$ cat src/rtl/fetch_pkg.sv
// rtl/fetch_pkg.sv - shared types, opcodes and helpers for the instruction fetch stage
package fetch_pkg;

  typedef enum logic [1:0] {
    REQ  = 2'd0,
    WAIT = 2'd1,
    DROP = 2'd2
  } fetch_state_t;

  localparam int ENTRY_W = 64;

  localparam logic [5:0] OP_RTYPE = 6'd0;
  localparam logic [5:0] OP_J     = 6'd2;
  localparam logic [5:0] OP_JAL   = 6'd3;
  localparam logic [5:0] OP_BEQ   = 6'd4;
  localparam logic [5:0] OP_BNE   = 6'd5;
  localparam logic [5:0] OP_BLT   = 6'd6;
  localparam logic [5:0] OP_BLE   = 6'd7;
  localparam logic [5:0] OP_ADDI  = 6'd8;
  localparam logic [5:0] OP_ORI   = 6'd13;
  localparam logic [5:0] OP_LI    = 6'd15;
  localparam logic [5:0] OP_LW    = 6'd35;
  localparam logic [5:0] OP_SW    = 6'd43;

  function automatic logic [5:0] opcode_of(input logic [31:0] instr);
    return instr[31:26];
  endfunction

  function automatic logic [31:0] sat_add(input logic [31:0] a, input logic [31:0] b);
    logic [32:0] s;
    s = {1'b0, a} + {1'b0, b};
    return s[32] ? 32'hFFFF_FFFF : s[31:0];
  endfunction

endpackage

$ cat src/rtl/fetch_fifo.sv
// rtl/fetch_fifo.sv - synchronous prefetch FIFO; flush wins over push/pop
module fetch_fifo #(
  parameter int DEPTH = 4,
  parameter int WIDTH = 64
) (
  input  logic                       clk_i,
  input  logic                       rst_i,
  input  logic                       i_push,
  input  logic [WIDTH-1:0]           i_data,
  input  logic                       i_pop,
  input  logic                       i_flush,
  output logic [WIDTH-1:0]           o_data,
  output logic                       o_full,
  output logic                       o_empty,
  output logic [$clog2(DEPTH):0]     o_count
);

  localparam int AW = $clog2(DEPTH);
  localparam int CW = AW + 1;
  localparam logic [CW-1:0] FULL_CNT = CW'(DEPTH);

  logic [WIDTH-1:0] r_mem [DEPTH];
  logic [AW-1:0]    r_wptr;
  logic [AW-1:0]    r_rptr;
  logic [CW-1:0]    r_count;
  logic             w_do_push;
  logic             w_do_pop;

  assign o_full    = (r_count == FULL_CNT);
  assign o_empty   = (r_count == '0);
  assign o_count   = r_count;
  assign o_data    = r_mem[r_rptr];
  assign w_do_push = i_push && !o_full;
  assign w_do_pop  = i_pop && !o_empty;

  always_ff @(posedge clk_i) begin
    if (w_do_push && !i_flush) begin
      r_mem[r_wptr] <= i_data;
    end
  end

  always_ff @(posedge clk_i) begin
    if (rst_i || i_flush) begin
      r_wptr  <= '0;
      r_rptr  <= '0;
      r_count <= '0;
    end else begin
      if (w_do_push) begin
        r_wptr <= r_wptr + 1'b1;
      end
      if (w_do_pop) begin
        r_rptr <= r_rptr + 1'b1;
      end
      case ({w_do_push, w_do_pop})
        2'b10:   r_count <= r_count + 1'b1;
        2'b01:   r_count <= r_count - 1'b1;
        default: r_count <= r_count;
      endcase
    end
  end

endmodule

$ cat src/rtl/instr_fetch_unit.sv
// rtl/instr_fetch_unit.sv - fetch stage: single-outstanding imem reads into a prefetch FIFO
// Optional FETCH_PERF_EN adds fetched/flushed/stall event counters.
module instr_fetch_unit
  import fetch_pkg::*;
#(
  parameter int          DEPTH    = 4,
  parameter logic [31:0] RESET_PC = 32'h0000_0000
) (
  input  logic        clk_i,
  input  logic        rst_i,
  output logic        imem_req_o,
  output logic [31:0] imem_addr_o,
  input  logic        imem_gnt_i,
  input  logic        imem_rvalid_i,
  input  logic [31:0] imem_rdata_i,
  output logic        instr_valid_o,
  output logic [31:0] instr_o,
  output logic [5:0]  instr_op_o,
  output logic [31:0] pc_plus4_o,
  input  logic        instr_ready_i,
  input  logic        redirect_i,
  input  logic [31:0] redirect_pc_i
`ifdef FETCH_PERF_EN
  ,
  output logic [31:0] perf_fetched_o,
  output logic [31:0] perf_flushed_o,
  output logic [31:0] perf_stall_o
`endif
);

  fetch_state_t          r_state;
  fetch_state_t          w_state_nxt;
  logic [31:0]           r_fetch_pc;
  logic [31:0]           w_fetch_pc_nxt;
  logic [31:0]           w_redirect_pc;
  logic                  w_fire;
  logic                  w_push;
  logic                  w_pop;
  logic                  w_pending;
  logic                  w_room;
  logic                  w_full;
  logic                  w_empty;
  logic [$clog2(DEPTH):0] w_count;
  logic [ENTRY_W-1:0]    w_head;

  assign w_redirect_pc = redirect_pc_i & ~32'h3;
  assign w_pending     = (r_state == WAIT);
  assign w_room        = (32'(w_count) + 32'(w_pending)) < 32'(DEPTH);
  assign imem_req_o    = !rst_i && (r_state == REQ) && w_room;
  assign imem_addr_o   = r_fetch_pc;
  assign w_fire        = imem_req_o && imem_gnt_i;

  always_comb begin
    w_state_nxt    = r_state;
    w_fetch_pc_nxt = r_fetch_pc;
    w_push         = 1'b0;
    case (r_state)
      REQ: begin
        if (w_fire) begin
          w_fetch_pc_nxt = r_fetch_pc + 32'd4;
          w_state_nxt    = WAIT;
        end
      end
      WAIT: begin
        if (imem_rvalid_i) begin
          w_push      = 1'b1;
          w_state_nxt = REQ;
        end
      end
      DROP: begin
        if (imem_rvalid_i) begin
          w_state_nxt = REQ;
        end
      end
      default: w_state_nxt = REQ;
    endcase
    // A redirect squashes any response in this cycle and poisons one still in flight.
    if (redirect_i) begin
      w_fetch_pc_nxt = w_redirect_pc;
      w_push         = 1'b0;
      if ((r_state == REQ && w_fire) || (r_state == WAIT && !imem_rvalid_i)) begin
        w_state_nxt = DROP;
      end
    end
  end

  always_ff @(posedge clk_i) begin
    if (rst_i) begin
      r_state    <= REQ;
      r_fetch_pc <= RESET_PC;
    end else begin
      r_state    <= w_state_nxt;
      r_fetch_pc <= w_fetch_pc_nxt;
    end
  end

  assign w_pop = instr_valid_o && instr_ready_i && !redirect_i;

  fetch_fifo #(
    .DEPTH (DEPTH),
    .WIDTH (ENTRY_W)
  ) u_fifo (
    .clk_i   (clk_i),
    .rst_i   (rst_i),
    .i_push  (w_push),
    .i_data  ({imem_rdata_i, r_fetch_pc}),
    .i_pop   (w_pop),
    .i_flush (redirect_i),
    .o_data  (w_head),
    .o_full  (w_full),
    .o_empty (w_empty),
    .o_count (w_count)
  );

  assign instr_valid_o = !w_empty;
  assign instr_o       = w_empty ? 32'd0 : w_head[63:32];
  assign pc_plus4_o    = w_empty ? 32'd0 : w_head[31:0];
  assign instr_op_o    = opcode_of(instr_o);

`ifdef FETCH_PERF_EN
  logic [31:0] r_perf_fetched;
  logic [31:0] r_perf_flushed;
  logic [31:0] r_perf_stall;
  logic        w_drop_rsp;
  logic [31:0] w_flush_cnt;

  assign w_drop_rsp  = imem_rvalid_i && (r_state == DROP || (r_state == WAIT && redirect_i));
  assign w_flush_cnt = (redirect_i ? 32'(w_count) : 32'd0) + 32'(w_drop_rsp);

  always_ff @(posedge clk_i) begin
    if (rst_i) begin
      r_perf_fetched <= '0;
      r_perf_flushed <= '0;
      r_perf_stall   <= '0;
    end else begin
      r_perf_fetched <= sat_add(r_perf_fetched, 32'(w_push));
      r_perf_flushed <= sat_add(r_perf_flushed, w_flush_cnt);
      r_perf_stall   <= sat_add(r_perf_stall, 32'(!instr_valid_o && !redirect_i));
    end
  end

  assign perf_fetched_o = r_perf_fetched;
  assign perf_flushed_o = r_perf_flushed;
  assign perf_stall_o   = r_perf_stall;
`endif

endmodule
$ cat config.mk
export PLATFORM = sky130hd
export DESIGN_NAME = instr_fetch_unit
export DESIGN_NICKNAME = d
export VERILOG_FILES = /design/src/rtl/fetch_pkg.sv /design/src/rtl/fetch_fifo.sv /design/src/rtl/instr_fetch_unit.sv
export SDC_FILE = /design/constraint.sdc
export NUM_CORES = 1
export LEC_CHECK = 0
export ABC_AREA = 1
export CAP_MARGIN = 20
export CORE_ASPECT_RATIO = 1.4
export CORE_MARGIN = 5
export CORE_UTILIZATION = 25
export DETAILED_ROUTE_END_ITERATION = 8
export GPL_TIMING_DRIVEN = 0
export PLACE_DENSITY_LB_ADDON = 0.2
export SLEW_MARGIN = 20
export SYNTH_ARGS = -nofsm -noshare
export SYNTH_HDL_FRONTEND = slang
export SYNTH_SLANG_ARGS = --single-unit
$ cat constraint.sdc
create_clock -name clk_i -period 6 [get_ports clk_i]
set_input_delay 1.2 -clock clk_i [delete_from_list [all_inputs] [get_ports clk_i]]
set_output_delay 1.2 -clock clk_i [all_outputs]
set_load 0.01 [all_outputs]
==> impl_results.md, run 1 <==
* EDFF count, synth at between 200 and 250
* DRC at 0
* Worst setup EP type: primary output
* DR vias/cell at between 4 and 5
* Hold path start: u_fifo.r_rptr[1]$_SDFFE_PP0P_
* Slew Viols, Final at 0
* Number of synthesized register bits at around 290
* Register area at 8268 sq um
* Mux share of post-synthesis cell area at 0%
* Worst reg2reg path endpoint: u_fifo.r_mem[0][57]$_DFFE_PP_
* Fillers at 4,924
* RSZ-0062 raised after global routing: no
* Power Dens Cells at between 200 and 300 nW/um^2
* Synth-to-Final Area Change at 31.44%
* Largest net degree at the start of global routing at 23
* Largest family of logic cells by synthesized area: simple AND/OR/NAND/NOR gates
* Cell count after synthesis at between 1k and 1.5k
* Sequential element share of the synthesized area at approximately 67%
* Post-synthesis compound-gate area fraction at 10.37%
* Multi-input gate area at ~3600 sq um
* Tightest Pin Transition at between 0.8 and 0.9 ns
* Chip height at between 200 and 300 um
* Pleak at roughly 5.5 nW
* Crit-path max FO at 10
* Yosys warns at 0
* Count of input and output buffers at about 170
* Most common cell after layout, fill and taps aside: nor2_1
* Avg Inst Size Synth at slightly above 10 sq um
* Post-CTS setup buffers at 0
* Hold buffers post-CTS at 0
* Post-route cell area at ~16,000 sq um
* Status: finished clean
* Core Area at 48,890 sq um
* WL per Instance at between 15 and 20 um
* Worst r2r src: r_state[1]$_SDFF_PP0_
* Die W at between 150 and 200 um
* Synth Area in Adders at under 10%
* Antenna Nets Post-Route at 0
* XOR/XNOR Fraction of Synth Area at less than 1%
* CTS Root Cell: clkbuf_16
* Reg2reg setup slack at 3.31 ns
* Initial Utilization at between 20% and 30%
* Post-Syn Area at about 12,000 sq um
* Layout cells sized above 1 at 7.676%
* Total Nets Final at 1,476
* R2R depth at 6
* Post-DP HPWL at ~27,000 um
* Minimum clock period at approximately 4.8 ns
* Io pins at 174
* Total placed instance area at 15,110 sq um
* Via count at around 9.0k
* Slew HR at 42.79%
* # Max-Cap Violations at 0
* Hold Crit Class: reg -> reg
* Post-route total power at approximately 0.0044 W
* Max H-tree Level at 1
* Crit path launch type: flip-flop
* Final Hold Vio Count at 0
* CTS Buf Count at 30
* Crit Path Class: reg -> out
* Routability Congestion at 0.8228
* Commonest cells after routing, fill and taps aside: nor2_1 (312), edfxtp_1 (248), clkdlybuf4s50_1 (166)
* Post-synth cell types at 32
* First DRT Iteration DRCs at ~430
* Routed WL at roughly 38,000 um
* Hold path depth at 2
* Global route overflow at 0
* Detailed Routing Iterations Pass 1 at 5
* Period utilization at about four fifths
* Initial antenna violation count at 1
* Crit path required time at 4.80 ns
* Clock Path Buffers at 3
* Vias in the first global route at slightly below 9k
* Post-CTS sizing at 0
* Clock-pin slew on the worst setup and hold paths at 0.06 ns
* Post-synthesis simple-gate area fraction at between 10% and 20%
* TNS Setup at 0 ns
* Max IR drop VDD at 0.2164 mV
* Skew final at about 0.015 ns
* Num rows at 96
* Max Fclk at 208.8 MHz
* Ys async rst share at 0%
* Critical Path AT at between 3 and 4 ns
* Clk_lat worst skew at between 0.5 and 0.6 ns
* Total Routing Usage GR at around 14%
* First-pass GRT wire length at around 57,000 um
* Clock Sinks at slightly below 300
* Die ar. at 53,750 sq um
* CTS tree: yes
* Main synth FF type: edfxtp_1
* Setup Viol. Count Final at 0
-- metal layers --
metal	track usage (%)	vias to the layer above	routed length, um
met5	0	-	0
met4	4.947	0	1286
met3	1.881	62	1514
met2	25.23	216	19940
met1	16.57	4288	15420
li1	-	4464	-
-- power by group --
part	switching, W	internal (W)	total (W)
sequential	0.0000424	0.00220	0.00224
clock	0.000774	0.00115	0.00193
combinational	0.000110	0.000108	0.000218
-- logic make-up after synthesis --
| family | count (synthesis) |
|---|---|
| simple gates | 503 |
| flops | 289 |
| compound gates | 253 |
| buf+inv | 112 |
| xor+xnor | 14 |
| fa+ha+maj | 10 |
| other cells | 1 |
-- area by class of cell --
type | instances | area share (%)
flip-flops and latches | 289 | 51.19
multi-input cells | 784 | 22.13
diodes | 1 | 0.01549
plain buffers | 67 | 2.014
clock buffers | 47 | 5.794
inverters | 45 | 1.046
well taps | 637 | 4.934
clock inverters | 9 | 0.6661
repair buffers | 179 | 12.22
-- worst max-delay path by stage --
stage	end	slack [ns]	depth (start not counted)
6_report	instr_op_o[4]	1.21	8
4_1_cts	instr_op_o[4]	1.05	8
2_1_floorplan	u_fifo.r_mem[0][10]$_DFFE_PP_	1.06	4
3_5_place_dp	instr_op_o[4]	1.68	8
3_3_place_gp	u_fifo.r_mem[1][59]$_DFFE_PP_	-1.79	3
5_1_grt	instr_op_o[4]	0.88	8
-- stage by stage --
stage	utilization [%]	setup slack, ns	cells	hold slack (ns)
floorplan	-	1.058	1185	0.4356
global placement	30.19	-1.790	1988	0.4540
detailed placement	30.90	1.677	2001	0.4678
CTS	33.04	1.052	2057	0.4791
global route	33.04	0.8786	2058	0.5122
finish	33.04	1.211	2058	0.4786
-- worst max-delay path, stage by stage (launching register included) --
cell             delay (ns)
dfxtp_1                0.31
clkbuf_1               0.64
inv_2                  0.33
clkbuf_1               0.36
nor2_1                 0.22
o21ai_0                0.11
a21oi_1                0.36
buf_4                  0.18
clkdlybuf4s50_1        0.52
-- cells in the mapped netlist, types with 2 or more instances --
| master | n | area [sq um] |
|---|---|---|
| dfxtp_1 | 41 | 820.8 |
| buf_6 | 3 | 33.78 |
| nor2_4 | 2 | 22.52 |
| buf_4 | 10 | 75.07 |
| xor2_1 | 9 | 78.83 |
| nor2_1 | 316 | 1186 |
| nand2_1 | 149 | 559.3 |
| nand3_1 | 19 | 95.09 |
| nand4_1 | 2 | 12.51 |
| inv_2 | 5 | 18.77 |
| edfxtp_1 | 248 | 7447 |
| clkbuf_1 | 43 | 161.4 |
| ha_1 | 9 | 112.6 |
| inv_1 | 40 | 150.1 |
| o21ai_0 | 150 | 750.7 |
| nor2_2 | 3 | 18.77 |
| a21oi_1 | 95 | 475.5 |
| nand3_2 | 3 | 30.03 |
| buf_2 | 11 | 55.05 |
| nor3_1 | 2 | 10.01 |
| a31oi_1 | 7 | 43.79 |
| xnor2_1 | 5 | 43.79 |
-- registers in the layout (all words and copies together), names as in the netlist, named ones only --
| register | flops |
|---|---|
| r_state | 2 |
| u_fifo.r_wptr | 2 |
| u_fifo.o_count | 3 |
| u_fifo.r_rptr | 2 |
| u_fifo.r_mem | 248 |
| imem_addr_o | 30 |
No activity file was read; power rests on OpenSTA's default activity.
==> run 2: changes to the inputs <==
==> constraint.sdc (replaced) <==
create_clock -name clk_i -period 4.97 [get_ports clk_i]
set_input_delay 0.994 -clock clk_i [delete_from_list [all_inputs] [get_ports clk_i]]
set_output_delay 0.994 -clock clk_i [all_outputs]
set_load 0.01 [all_outputs]
==> results of run 2 <==
The final DEF is identical to that of run 1. Status: finished clean.
Main changes from that run: setup slack after placement 1.677 ns -> 0.8531 ns; setup slack after layout 1.211 ns -> 0.3873 ns; register-to-register setup slack 3.31 ns -> 2.28 ns; total power 0.004392 W -> 0.005302 W; worst IR drop on VDD 0.2164 mV -> 0.2612 mV
==> run 3: changes to the inputs <==
--- a/config.mk
+++ b/config.mk
@@ -11,7 +11,6 @@
 export CORE_MARGIN = 5
 export CORE_UTILIZATION = 25
 export DETAILED_ROUTE_END_ITERATION = 8
-export GPL_TIMING_DRIVEN = 0
 export PLACE_DENSITY_LB_ADDON = 0.2
 export SLEW_MARGIN = 20
 export SYNTH_ARGS = -nofsm -noshare
==> impl_results.md, run 3 (synthesized netlist as in run 1, its figures left out) <==
* Routability Congestion at 0.8075 (was 0.8228)
* Status: finished clean (unchanged)
* Total placed instance area at 14,680 sq um (was 15,110 sq um)
* Max IR drop VDD at 0.2633 mV (was 0.2612 mV)
* Combinational share of power at 4.6% (was 5.0%)
* Minimum clock period at 4.216 ns (was 4.583 ns)
* Post-CTS sizing at 0 (unchanged)
* Detailed Routing Iterations Pass 1 at 5 (unchanged)
* Crit-path max FO at 35 (was 10)
* Skew final at 0.01523 ns (was 0.01489 ns)
* First-pass GRT wire length at 52,820 um (was 56,770 um)
* Via count at 8,696 (was 9,030)
* Register area at 8275 sq um (was 8268 sq um)
* Hold buffers post-CTS at 0 (unchanged)
* Die ar. at 53,750 sq um (unchanged)
* Clk pwr share at 44.7% (was 43.9%)
* Post-DP HPWL at 22,050 um (was 26,780 um)
* Num rows at 96 (unchanged)
* CP peak stage delay at 0.65 ns (was 0.64 ns)
* Worst reg2reg path endpoint: u_fifo.r_mem[2][26]$_DFFE_PP_ (was u_fifo.r_mem[0][57]$_DFFE_PP_)
* Power Dens Cells at 340.0 nW/um^2 (was 328.3 nW/um^2)
* Max reg flops at 248 (unchanged)
* Crit Path Class: reg -> out (unchanged)
* Antenna diodes at 0 (was 1)
* Slowest stage cell, crit path: dfxtp_4 (was clkbuf_1)
* Antenna Nets Post-Route at 0 (unchanged)
* Clk_lat worst skew at 0.56 ns (about the same)
* Vias in the first global route at 8,699 (was 8,954)
* Power share of the sequential group at 50.6% (was 51.1%)
* RSZ-0062 raised after global routing: no (unchanged)
* Pleak at 5.285 nW (was 5.483 nW)
* TNS Setup at 0 ns (unchanged)
* CTS Buf Count at 29 (was 30)
* # Max-Cap Violations at 0 (unchanged)
* Layout cells sized above 1 at 6.421% (was 7.676%)
* Total Routing Usage GR at 12.70% (was 13.86%)
* Routed WL at 35,200 um (was 38,150 um)
* CP bufs+invs at 3 (was 5)
* Internal power at 0.004255 W (was 0.004183 W)
* Global route overflow at 0 (unchanged)
* Hold path depth at 2 (unchanged)
* WL per Instance at 17.67 um (was 18.54 um)
* Count of input and output buffers at 167 (was 166)
* Largest Register: u_fifo.r_mem (unchanged)
* Initial antenna violation count at 0 (was 1)
* Clock-pin slew on the worst setup and hold paths at 0.06 ns (about the same)
* Clock Sinks at 289 (unchanged)
* Reg2reg setup slack at 2.31 ns (was 2.28 ns)
* Crit path launch type: flip-flop (unchanged)
* CTS Root Cell: clkbuf_16 (unchanged)
* First DRT Iteration DRCs at 441 (was 431)
* Chip height at 272.3 um (unchanged)
* Post-route cell area at 15,730 sq um (was 16,150 sq um)
* Switch share at 20.46% (was 21.10%)
* Io pins at 174 (unchanged)
* DR vias/cell at 4.365 (was 4.388)
* Crit path required time at 3.98 ns (about the same)
* R2R depth at 5 (was 6)
* Core Area at 48,890 sq um (unchanged)
* Initial Utilization at 25.14% (unchanged)
* CTS tree: yes (unchanged)
* Net Sw Power at 0.001095 W (was 0.001119 W)
* Post-CTS setup buffers at 0 (unchanged)
* Clock Path Buffers at 3 (unchanged)
* Hold path start: u_fifo.r_rptr[1]$_SDFFE_PP0P_ (unchanged)
* Commonest cells after routing, fill and taps aside: nor2_1 (312), edfxtp_1 (248), clkdlybuf4s50_1 (167) (was nor2_1 (312), edfxtp_1 (248), clkdlybuf4s50_1 (166))
* Setup Viol. Count Final at 0 (unchanged)
* DRC at 0 (unchanged)
* Slew Viols, Final at 0 (unchanged)
* Multi-input gate area at 3575 sq um (unchanged)
* Critical Path AT at 3.22 ns (was 3.59 ns)
* Total Nets Final at 1,413 (was 1,476)
* Tightest Pin Transition at 0.9631 ns (was 0.8582 ns)
* Die W at 197.4 um (unchanged)
* Max H-tree Level at 1 (unchanged)
* Largest net degree at the start of global routing at 79 (was 23)
* Period utilization at 84.82% (was 92.21%)
* Hold Crit Class: reg -> reg (unchanged)
* Slew HR at 35.79% (was 42.79%)
* Final Hold Vio Count at 0 (unchanged)
* Worst setup EP type: primary output (unchanged)
* Most common cell after layout, fill and taps aside: nor2_1 (unchanged)
* Worst r2r src: r_state[1]$_SDFF_PP0_ (unchanged)
* Fillers at 4,925 (was 4,924)
* Top delay family on crit path: buffers and inverters (unchanged)
* Synth-to-Final Area Change at 28.03% (was 31.44%)
* Cell chain of the critical path: inv_2 -> buf_4 -> nor2_1 -> o21ai_0 -> a21oi_1 -> clkdlybuf4s50_1 (was clkbuf_1 -> inv_2 -> clkbuf_1 -> nor2_1 -> o21ai_0 -> a21oi_1 -> buf_4 -> clkdlybuf4s50_1)
* Max Fclk at 237.2 MHz (was 218.2 MHz)
-- run 3: cell count changes in the layout (fill, tap and decap cells not counted), sizes merged --
cell,previous run,this run
buf,37,17
bufinv,2,7
clkbuf,90,34
clkdlybuf4s50,166,167
clkinv,4,9
diode,1,0
-- run 3: worst register-to-register path, stage by stage (launching register included) --
cell and delay (ns):
dfxtp_1 0.31, inv_1 0.10, ha_1 0.20, nand4_1 0.53, nor2_4 0.76, buf_12 0.39
-- run 3: power by group through the flow --
stage / combinational (W) / clock (W) / sequential (W)
6_report: 0.000249 / 0.00239 / 0.00271
3_5_place_dp: 0.000252 / 0 / 0.00276
4_1_cts: 0.000254 / 0.00247 / 0.00271
5_1_grt: 0.000275 / 0.00257 / 0.00271
3_3_place_gp: 0.000251 / 0 / 0.00276
2_1_floorplan: 0.000102 / 0 / 0.00275
-- run 3: per-layer routing --
layer / track usage, % / routed length, um / vias to the layer above / part of all wire, %
met3: 2.202 / 1636 / 46 / 4.6
met1: 14.83 / 14420 / 4127 / 41
met5: 0 / 0 / - / 0
li1: - / - / 4328 / -
met4: 3.888 / 892 / 0 / 2.5
met2: 23.52 / 18250 / 195 / 52
-- run 3: cell type report --
cell class	count	area share, %
Clock buffer	34	4.922
Clock inverter	19	1.781
Inverter	45	1.082
Multi-Input combinational cell	784	22.72
Sequential cell	289	52.60
Tap cell	637	5.066
Timing Repair Buffer	184	11.83
-- run 3: worst max path at each step --
| stage | slack (ns) | end | startpoint | cells past startpoint |
|---|---|---|---|---|
| after detailed placement | 1.13 | u_fifo.r_mem[2][63]$_DFFE_PP_ | redirect_i | 5 |
| after global placement | 1.17 | u_fifo.r_mem[2][54]$_DFFE_PP_ | redirect_i | 5 |
| after global routing | 0.48 | instr_o[30] | flip-flop | 6 |
| final | 0.75 | pc_plus4_o[7] | flip-flop | 6 |
| after CTS | 0.59 | pc_plus4_o[7] | flip-flop | 6 |
| after floorplan | 0.23 | u_fifo.r_mem[0][10]$_DFFE_PP_ | redirect_i | 4 |
-- run 3: per-stage QoR --
stage / hold slack, ns / setup WS [ns] / cells / utilization, % / total power [W]
5_1_grt: 0.4858 / 0.4807 / 1992 / 32.18 / 0.005557
2_1_floorplan: 0.4356 / 0.2344 / 1185 / - / 0.002849
3_3_place_gp: 0.4476 / 1.168 / 1939 / 30.03 / 0.003012
4_1_cts: 0.4571 / 0.5851 / 1992 / 32.18 / 0.005434
3_5_place_dp: 0.4494 / 1.135 / 1939 / 30.03 / 0.003014
6_report: 0.4529 / 0.7543 / 1992 / 32.18 / 0.005350
